==> src/rtl/dac_interface_apb.sv <==
`default_nettype none
// ============================================================================
// Module      : dac_interface_apb
// Description : APB slave that latches a DAC code, pulses START and holds
//               PREADY until the DAC BUSY handshake completes.
// Revision    : 1.0 - initial release
// ============================================================================
module dac_interface_apb #(
  parameter int DATA_W  = 10,
  parameter int TIMEOUT = 255
) (
  input  logic              CLK,
  input  logic              RST,
  input  logic              PSEL,
  input  logic              PENABLE,
  input  logic              PWRITE,
  input  logic [31:0]       PADDR,
  input  logic [31:0]       PWDATA,
  input  logic [3:0]        PSTRB,
  output logic              PREADY,
  output logic [31:0]       PRDATA,
  output logic              PSLVERR,
  output logic [DATA_W-1:0] DATA,
  output logic              START,
  input  logic              BUSY
);

  typedef enum logic [2:0] {
    S_IDLE    = 3'd0,
    S_START   = 3'd1,
    S_WAIT_HI = 3'd2,
    S_WAIT_LO = 3'd3,
    S_ACK     = 3'd4,
    S_ERR_ACK = 3'd5,
    S_RD_ACK  = 3'd6
  } state_t;

  localparam logic [7:0] c_TO_LAST = 8'(TIMEOUT - 1);

  state_t            r_state;
  state_t            w_next;
  logic [DATA_W-1:0] r_code;
  logic              r_err;
  logic [7:0]        r_cnt;
  logic [31:0]       r_prdata;
  logic [31:0]       w_rd_data;
  logic [15:0]       w_mask;
  logic [15:0]       w_merged16;
  logic              w_access;
  logic              w_busy_fsm;
  logic              w_load_code;
  logic              w_set_err;
  logic              w_clr_err;
  logic              w_clr_cnt;
  logic              w_inc_cnt;
  logic              w_unused;

  assign w_access   = PSEL & PENABLE;
  assign w_busy_fsm = (r_state == S_START) | (r_state == S_WAIT_HI) | (r_state == S_WAIT_LO);

  // Byte-strobe merge: unstrobed bytes keep the previously latched code.
  assign w_mask     = {{8{PSTRB[1]}}, {8{PSTRB[0]}}};
  assign w_merged16 = (16'(r_code) & ~w_mask) | (PWDATA[15:0] & w_mask);
  assign w_rd_data  = PADDR[2] ? {29'b0, r_err, w_busy_fsm, BUSY} : 32'(r_code);
  assign w_unused   = ^{PADDR[31:4], PADDR[1:0], PWDATA[31:16], PSTRB[3:2], w_merged16};

  always_ff @(posedge CLK or negedge RST) begin
    if (!RST) r_state <= S_IDLE;
    else      r_state <= w_next;
  end

  always_comb begin
    w_next      = r_state;
    w_load_code = 1'b0;
    w_set_err   = 1'b0;
    w_clr_err   = 1'b0;
    w_clr_cnt   = 1'b0;
    w_inc_cnt   = 1'b0;
    case (r_state)
      S_IDLE: begin
        if (w_access) begin
          if (PADDR[3]) begin
            w_next = S_ERR_ACK;
          end else if (!PWRITE) begin
            w_next = S_RD_ACK;
          end else if (PADDR[2]) begin
            w_clr_err = PWDATA[0];
            w_next    = S_ACK;
          end else begin
            w_load_code = 1'b1;
            w_next      = S_START;
          end
        end
      end
      S_START: begin
        w_clr_cnt = 1'b1;
        w_next    = S_WAIT_HI;
      end
      S_WAIT_HI: begin
        if (BUSY) begin
          w_clr_cnt = 1'b1;
          w_next    = S_WAIT_LO;
        end else if (r_cnt == c_TO_LAST) begin
          w_set_err = 1'b1;
          w_next    = S_ERR_ACK;
        end else begin
          w_inc_cnt = 1'b1;
        end
      end
      S_WAIT_LO: begin
        if (!BUSY) begin
          w_next = S_ACK;
        end else if (r_cnt == c_TO_LAST) begin
          w_set_err = 1'b1;
          w_next    = S_ERR_ACK;
        end else begin
          w_inc_cnt = 1'b1;
        end
      end
      default: w_next = S_IDLE;
    endcase
  end

  always_ff @(posedge CLK or negedge RST) begin
    if (!RST) begin
      r_code   <= '0;
      r_err    <= 1'b0;
      r_cnt    <= 8'd0;
      r_prdata <= 32'd0;
    end else begin
      if (w_load_code) r_code <= w_merged16[DATA_W-1:0];
      if (w_set_err)      r_err <= 1'b1;
      else if (w_clr_err) r_err <= 1'b0;
      if (w_clr_cnt)      r_cnt <= 8'd0;
      else if (w_inc_cnt) r_cnt <= r_cnt + 8'd1;
      // Read data exists only for the single RD_ACK cycle, zero otherwise.
      r_prdata <= (w_next == S_RD_ACK) ? w_rd_data : 32'd0;
    end
  end

  assign DATA    = r_code;
  assign START   = (r_state == S_START);
  assign PREADY  = (r_state == S_ACK) | (r_state == S_ERR_ACK) | (r_state == S_RD_ACK);
  assign PSLVERR = (r_state == S_ERR_ACK);
  assign PRDATA  = r_prdata;

endmodule
`default_nettype wire

==> config.mk <==
export PLATFORM = sky130hd
export DESIGN_NAME = dac_interface_apb
export DESIGN_NICKNAME = d
export VERILOG_FILES = /design/src/rtl/dac_interface_apb.sv
export SDC_FILE = /design/constraint.sdc
export NUM_CORES = 1
export LEC_CHECK = 0
export BUFFER_PORTS_ARGS = -buffer_cell sky130_fd_sc_hd__buf_2
export CORE_MARGIN = 3
export CORE_UTILIZATION = 30
export CTS_CLUSTER_DIAMETER = 80
export DETAILED_ROUTE_END_ITERATION = 7
export HOLD_SLACK_MARGIN = 0.08
export PLACE_DENSITY = 0.69
export SYNTH_ARGS = -nofsm -noshare
export SYNTH_HDL_FRONTEND = slang
export SYNTH_SLANG_ARGS = --single-unit
==> constraint.sdc <==
create_clock -name CLK -period 1.83 [get_ports CLK]
set_input_delay 0.0915 -clock CLK [delete_from_list [all_inputs] [get_ports CLK]]
set_output_delay 0.0915 -clock CLK [all_outputs]
set_load 0.005 [all_outputs]
; Word-level counts from Yosys, hierarchy flattened
; Index checks and enable logic that the tools add are counted.
[op_classes]
n_addsub = 1
n_bitwise = 9
n_mux = 34
n_eq_ne = 8
reduce_logical = 3
[op_table]
columns = operator, n
row1 = two-way mux 3 bit, 7
row2 = AND 10 bit, 2
row3 = two-way mux 10 bit, 2
row4 = two-way mux 1 bit, 19
row5 = two-way mux 8 bit, 2
row6 = "equality test 3 bit, second input constant", 4
row7 = one-hot mux 3 bit (4 select lines), 1
row8 = inverter 10 bit, 1
row9 = OR 10 bit, 1
row10 = "adder 8 x 1 -> 8 bit, second input constant", 1
row11 = "equality test 8 bit, second input constant", 1
row12 = "equality test 3 x 2 -> 1 bit, second input constant", 2
row13 = one-hot mux 1 bit (2 select lines), 3
row14 = OR 1 bit, 4
row15 = nonzero test 2 bit, 2
row16 = "equality test 3 x 1 -> 1 bit, second input constant", 1
row17 = zero test 3 bit, 1
row18 = AND 1 bit, 1
[totals]
input_bits = 74
output_inout_bits = 45
ff_bits = 32

; Depth between registers and ports, before layout
; Gate-level depths: netlist of run 1.
[logic_depth]
word_depth = 7
depth_mapped = 6
mapped_depth_nobuf = 6

; Worst setup path after synthesis of run 1
; No wires, ideal clock.
[synth_timing]
path_type = register to register
startpoint = register r_cnt[0]
endpoint = register r_state[1]
setup_time_ns = 0.123
t_required_ns = 1.707
arrival_ns = 1.457
path_stages_with_launch = 7
path_buffers = 0
path_slack_ns = 0.250
path_cell_list = dfrtp_1 inv_1 ha_1 nand4_1 or2_1 maj3_2 o221a_1
[synth_between]
elab_chain_len = 4
elab_cells_between_ends = 5
[synth_lines]
columns = item, line_no
row1 = start: declaration, 44  ; logic [7:0] r_cnt;
row2 = start signal: assignment, 135  ; else if (w_inc_cnt) r_cnt <= r_cnt + 8'd1;
row3 = equality test 8 bit (*), "103, 113"
row4 = two-way mux 3 bit (*), "103, 113"
row5 = two-way mux 3 bit (on tied branches), "111, 100"
row6 = one-hot mux 3 bit (4 select lines) (*), 79  ; case (r_state)
row7 = via w_next[1], 41  ; state_t w_next;
row8 = end signal: assignment, 69  ; else r_state <= w_next;
row9 = end: declaration, 40  ; state_t r_state;
; Mark *: on every way through the listed nets, which the timed path passes. The rest lies on a longest branch.
; A chain may end at the register's enable or synchronous reset.

; Final worst setup path of run 1
; Ends and elaborated chain as after synthesis.

==> results.py, run 1 <==
metrics = {
    "status": {
        "status": "completed",
    },
    "global_routing": {
        "grt_use_total_pct": 11.2,
        "antenna_found_initial": 0,
        "met1_usage_pct": 12.9,
        "grt_busiest_layer": "met2",
        "use_met3_pct": 2.61,
        "gr-total-overflow": 0,
        "grt_first_pass_wirelength_um": 5540,
        "grt_pass1_vias": 1223,
        "grt_use_met2_pct": 19.6,
        "grt_max_degree": 33,
    },
    "setup_path": {
        "crit_type": "flop to flop",
        "startpoint": "r_cnt[0]",
        "max_stage_delay_ns": 0.41,
        "cp.required_ns": 1.99,
        "path_cells": "inv_1 -> ha_1 -> nand4_1 -> or2_1 -> maj3_2 -> o221a_1",
        "crit_slowest_cell": "dfrtp_1",
        "cp.arrival_ns": 1.84,
        "rr_startpoint": "r_cnt[0]",
        "cp-end-kind": "flop",
        "crit_fanout": 5,
        "start_kind": "flop",
    },
    "cts": {
        "post_cts.repair.setup_buffers": 0,
        "cts_root_buf": "clkbuf_8",
        "htree_levels": 2,
        "clk_path_buf_depth": 2,
        "cts_made_buffers": 5,
        "cts_sinks": 32,
        "worstSkewPairLatency_ns": 0.27,
        "clkTransAtPathRegs_ns": 0.06,
        "cts_tree": "built",
    },
    "timing": {
        "max_clock_freq_mhz": 596,
        "setup_viol": 0,
        "worst_slew_margin_rel_pct": 52.6,
        "hold_violations": 0,
        "tightest_slew_ns": 0.711,
        "slew_viol_final": 0,
        "setup_tns_ns": 0,
        "rsz0062_at_grt": "false",
        "timing.final.crit_share_pct": 91.7,
        "skew_ns": 0.00552,
        "period_needed_ns": 1.68,
    },
    "floorplanning": {
        "die_h_um": 79.0,
        "core_area_um2": 4940,
        "die_w_um": 79.0,
        "io_pins": 119,
        "row_count": 25,
        "fp.dieArea_um2": 6250,
        "floorplan.initialDensity_pct": 32.4,
    },
    "placement": {
        "gp_congestion": 0.798,
        "hpwl_um": 2340,
        "dp_cells": 254,
        "port_buffers": 42,
    },
    "final_layout": {
        "layout.nets": 281,
        "fin_cells": 273,
        "drive_gt1_share_pct": 30.6,
        "areaGrowthSynthToFinish_pct": 26.3,
        "antenna_cells": 0,
        "n_fill_cell": 520,
    },
    "detailed_routing": {
        "drtIter0Drc": 59,
        "ant_nets": 0,
        "routed_wl_um": 3200,
        "post_drt_via_cell_ratio": 4.39,
        "wl_per_cell_um": 11.7,
        "num_vias": 1198,
        "drc": 0,
        "first_pass_iters": 4,
    },
    "synth": {
        "ys_ff_latch": 32,
        "netlist_top_cells_area": "dfrtp_1 (50%), buf_4 (10%), mux2_2 (7.0%), mux2i_1 (3.8%), and2_1 (3.1%)",
        "yosys.cell_count.top_type": "dfrtp_1",
        "syn_area_per_cell_um2": 10.9,
        "ys_top_cells_by_count": "dfrtp_1 (32), buf_4 (22), nand2_1 (13)",
        "syn_inst": 147,
        "synthFlopType": "dfrtp_1",
        "synth-seq-area-share_pct": 50.0,
        "synthArstFlopShare_pct": 100,
        "synthesis.area_um2": 1600,
        "yosysTopAreaCellShare_pct": 50.0,
        "yosysTopAreaCell": "dfrtp_1",
        "synth_edf_count": 0,
        "yosysUniqueCellTypes": 36,
        "ys_warn_count": 0,
    },
    "run": {
        "cap_violations": 0,
    },
    "pwr": {
        "vdd_drop_max_mv": 0.311,
        "leakage_nw": 1.03,
        "power_density_nw_per_um2": 1030,
    },
    "min_path": {
        "min_from": "PADDR[3]",
        "hold_class": "input pin to flop",
    },
}
==> power by group <==
part	leakage (nW)	internal (mW)	switching, mW
sequential	0.436	0.816	0.108
clock	0.0552	0.404	0.243
combinational	0.542	0.240	0.278
==> metal layers <==
metal	vias up	wire (µm)
li1	579	-
met5	-	0
met3	5	202
met4	0	51
met2	40	1630
met1	574	1310
==> through the flow <==
stage | util [%] | power [mW] | hold WS, ns | cell area (µm²) | setup slack, ns
global route | 40.9 | 2.25 | 0.151 | 2020 | 0.0118
floorplan | - | 1.28 | -0.204 | 1680 | 0.250
CTS | 40.9 | 2.12 | 0.106 | 2020 | 0.138
global placement | 36.5 | 1.42 | 0.195 | 1800 | 0.166
finish | 40.9 | 2.09 | 0.110 | 2020 | 0.153
detailed placement | 36.5 | 1.44 | 0.183 | 1800 | 0.149
==> critical path: cells and delay by family, from the launching register on <==
kind	cells	cell delay (ns)
compound gates	1	0.25
fa+ha+maj	2	0.47
buf+inv	1	0.07
flops	1	0.41
simple gates	2	0.36
==> logic make-up (layout without fill, tap and decap cells) <==
kind of cell | count (synthesis) | count (layout) | share of synthesized area (%)
mux | 16 | 16 | 10.8
buf+inv | 29 | 67 | 12.0
xor+xnor | 1 | 1 | 0.547
flops | 32 | 32 | 50.0
compound gates | 17 | 17 | 7.35
fa+ha+maj | 3 | 3 | 2.27
simple gates | 48 | 48 | 16.8
other cells | 1 | 22 | 0.234
==> cell type report <==
cell class / count / area (µm²) / share of cell area (%)
timing repair buffer: 53 / 320 / 15.8
clock buffer: 6 / 72.6 / 3.59
sequential: 32 / 801 / 39.6
multi-input combinational: 107 / 687 / 34.0
tap: 67 / 83.8 / 4.15
inverter: 6 / 22.5 / 1.11
clock inverter: 2 / 35.0 / 1.73
==> cells in the final DEF, fill, tap and decap left out, types with 2 or more instances in the layout <==
| master | instances |
|---|---|
| dlygate4sd3_1 | 11 |
| a21oi_1 | 3 |
| and2_1 | 8 |
| o211ai_1 | 2 |
| nor4b_1 | 2 |
| nand2b_1 | 3 |
| conb_1 | 22 |
| nor2_1 | 7 |
| dfrtp_1 | 32 |
| mux2_2 | 10 |
| nand2_1 | 13 |
| nand3_1 | 3 |
| inv_1 | 6 |
| mux2i_1 | 6 |
| nor4_1 | 2 |
| o21ai_0 | 3 |
| ha_1 | 2 |
| o22ai_1 | 2 |
| buf_2 | 42 |
| clkbuf_8 | 5 |
| o31ai_1 | 2 |
| o311ai_0 | 2 |
==> path summary, 6_finish.rpt <==
check                        endpoint  slack [ns]  depth (start not counted)
min reg2reg                 PRDATA[4]        0.50                          1
max in group asynchronous   PRDATA[7]        0.97                          2
max reg2reg                r_state[1]        0.15                          6
min                             r_err        0.11                          3
max                        r_state[1]        0.15                          6
min in group asynchronous    r_cnt[2]        0.41                          2
==> what timing repair did <==
action,CTS,global route
gates resized for setup,0,0
hold endpoints to repair,42,0
hold buffers,11,0
No activity file was read; power rests on OpenSTA's default activity.
==> run 2: changes to the inputs <==
CORE_ASPECT_RATIO = 0.6   (was default)
==> results.py, run 2 (synthesis results as in run 1) <==
metrics = {
    "timing": {
        "setup_tns_ns": 0,
        "timing.final.crit_share_pct": 92.9,
        "slew_viol_final": 0,
        "setup_viol": 0,
        "hold_violations": 0,
        "rsz0062_at_grt": "false",
        "hold_ws_ns": 0.108,
        "worst_slew_margin_rel_pct": 52.1,
        "max_clock_freq_mhz": 588,
        "tightest_slew_ns": 0.718,
        "skew_ns": 0.00693,
        "layout_setup_ws_ns": 0.130,
        "period_needed_ns": 1.70,
    },
    "floorplanning": {
        "fp.dieArea_um2": 6280,
        "floorplan.initialDensity_pct": 33.0,
        "die_h_um": 62.6,
        "core_area_um2": 4850,
        "row_count": 19,
        "io_pins": 119,
        "die_w_um": 100,
    },
    "detailed_routing": {
        "ant_nets": 0,
        "post_drt_via_cell_ratio": 4.45,
        "wl_per_cell_um": 12.9,
        "routed_wl_um": 3510,
        "num_vias": 1207,
        "drc": 0,
        "first_pass_iters": 4,
        "drtIter0Drc": 87,
    },
    "final_layout": {
        "final_common_cell": "buf_2",
        "areaGrowthSynthToFinish_pct": 27.4,
        "most-common-layout-cells": "buf_2 (42), dfrtp_1 (32), conb_1 (22)",
        "fin_area_um2": 2040,
        "layout.nets": 283,
        "antenna_cells": 0,
        "drive_gt1_share_pct": 31.7,
        "final_util_pct": 42.0,
        "fin_cells": 271,
    },
    "placement": {
        "gp_congestion": 0.771,
        "hpwl_um": 2610,
        "port_buffers": 42,
        "dp_cells": 252,
        "dpl-instance-area_um2": 1810,
        "place_ws_ns": 0.137,
    },
    "setup_path": {
        "max_stage_delay_ns": 0.42,
        "crit_type": "flop to flop",
        "timing.critical_path.buf_inv": 1,
        "critPathTopFamily": "adder cells",
        "crit_fanout": 5,
        "cp.arrival_ns": 1.86,
        "cp-end-kind": "flop",
        "cp.required_ns": 1.99,
        "start_kind": "flop",
        "path_cells": "inv_1 -> ha_1 -> nand4_1 -> or2_1 -> maj3_2 -> o221a_1",
        "crit_slowest_cell": "dfrtp_1",
    },
    "cts": {
        "cts_tree": "built",
        "worstSkewPairLatency_ns": 0.28,
        "clk_path_buf_depth": 2,
        "cts_made_buffers": 5,
        "cts_root_buf": "clkbuf_8",
        "clkTransAtPathRegs_ns": 0.07,
        "htree_levels": 2,
        "post_cts.repair.setup_buffers": 0,
        "cts_sinks": 32,
    },
    "global_routing": {
        "grt_max_degree": 33,
        "grt_pass1_vias": 1105,
        "grt_first_pass_wirelength_um": 5430,
        "grt_use_total_pct": 11.0,
        "antenna_found_initial": 0,
        "gr-total-overflow": 0,
    },
    "pwr": {
        "power_density_nw_per_um2": 1040,
        "leakage_nw": 1.04,
        "p_total_mw": 2.13,
        "vdd_drop_max_mv": 0.420,
    },
    "min_path": {
        "hold_class": "input pin to flop",
    },
    "status": {
        "status": "completed",
    },
    "run": {
        "cap_violations": 0,
    },
}
-- run 2: worst paths after layout --
kind	end	slack, ns	cells past startpoint	startpoint
worst min register to register	r_cnt[7]	0.50	1	r_cnt[7]
worst max register to register	r_state[1]	0.13	6	r_cnt[0]
max in group asynchronous	r_cnt[0]	0.96	2	RST
worst min-delay path	r_err	0.11	3	PADDR[3]
worst max-delay path	r_state[1]	0.13	6	r_cnt[0]
min in group asynchronous	r_state[2]	0.40	2	RST
-- run 2: cell type report --
cell class / count / area [µm²]
Multi-Input combinational cell: 107 / 693
Fill cell: 475 / 2810
Clock buffer: 6 / 72.6
Sequential cell: 32 / 801
Tap cell: 63 / 78.8
Inverter: 6 / 22.5
Clock inverter: 2 / 35.0
Timing Repair Buffer: 55 / 335
-- run 2: power by group --
part           internal (mW)  switching [mW]
logic                  0.241           0.291
registers              0.816           0.120
clock network          0.404           0.256
-- run 2: routing by layer --
| layer | GRT usage [%] | wire, µm | up-vias |
|---|---|---|---|
| met1 | 15.8 | 1710 | 570 |
| met5 | 0 | 0 | - |
| li1 | - | - | 586 |
| met3 | 4.46 | 317 | 2 |
| met2 | 15.3 | 1470 | 49 |
| met4 | 2.69 | 10 | 0 |
-- run 2: worst reg2reg max path, delay by kind of cell (launching register included) --
family | cells | cell delay [ns]
adder cells (fa/ha/maj) | 2 | 0.47
flip-flops | 1 | 0.42
AO/OA/AOI/OAI | 1 | 0.25
AND/OR/NAND/NOR | 2 | 0.37
buffers and inverters | 1 | 0.08
-- run 2: timing repair --
item / in CTS / in global routing
hold buffers: 11 / 0
resized for setup: 0 / 1
setup endpoints to repair: 0 / 1
hold endpoints to repair: 42 / 0
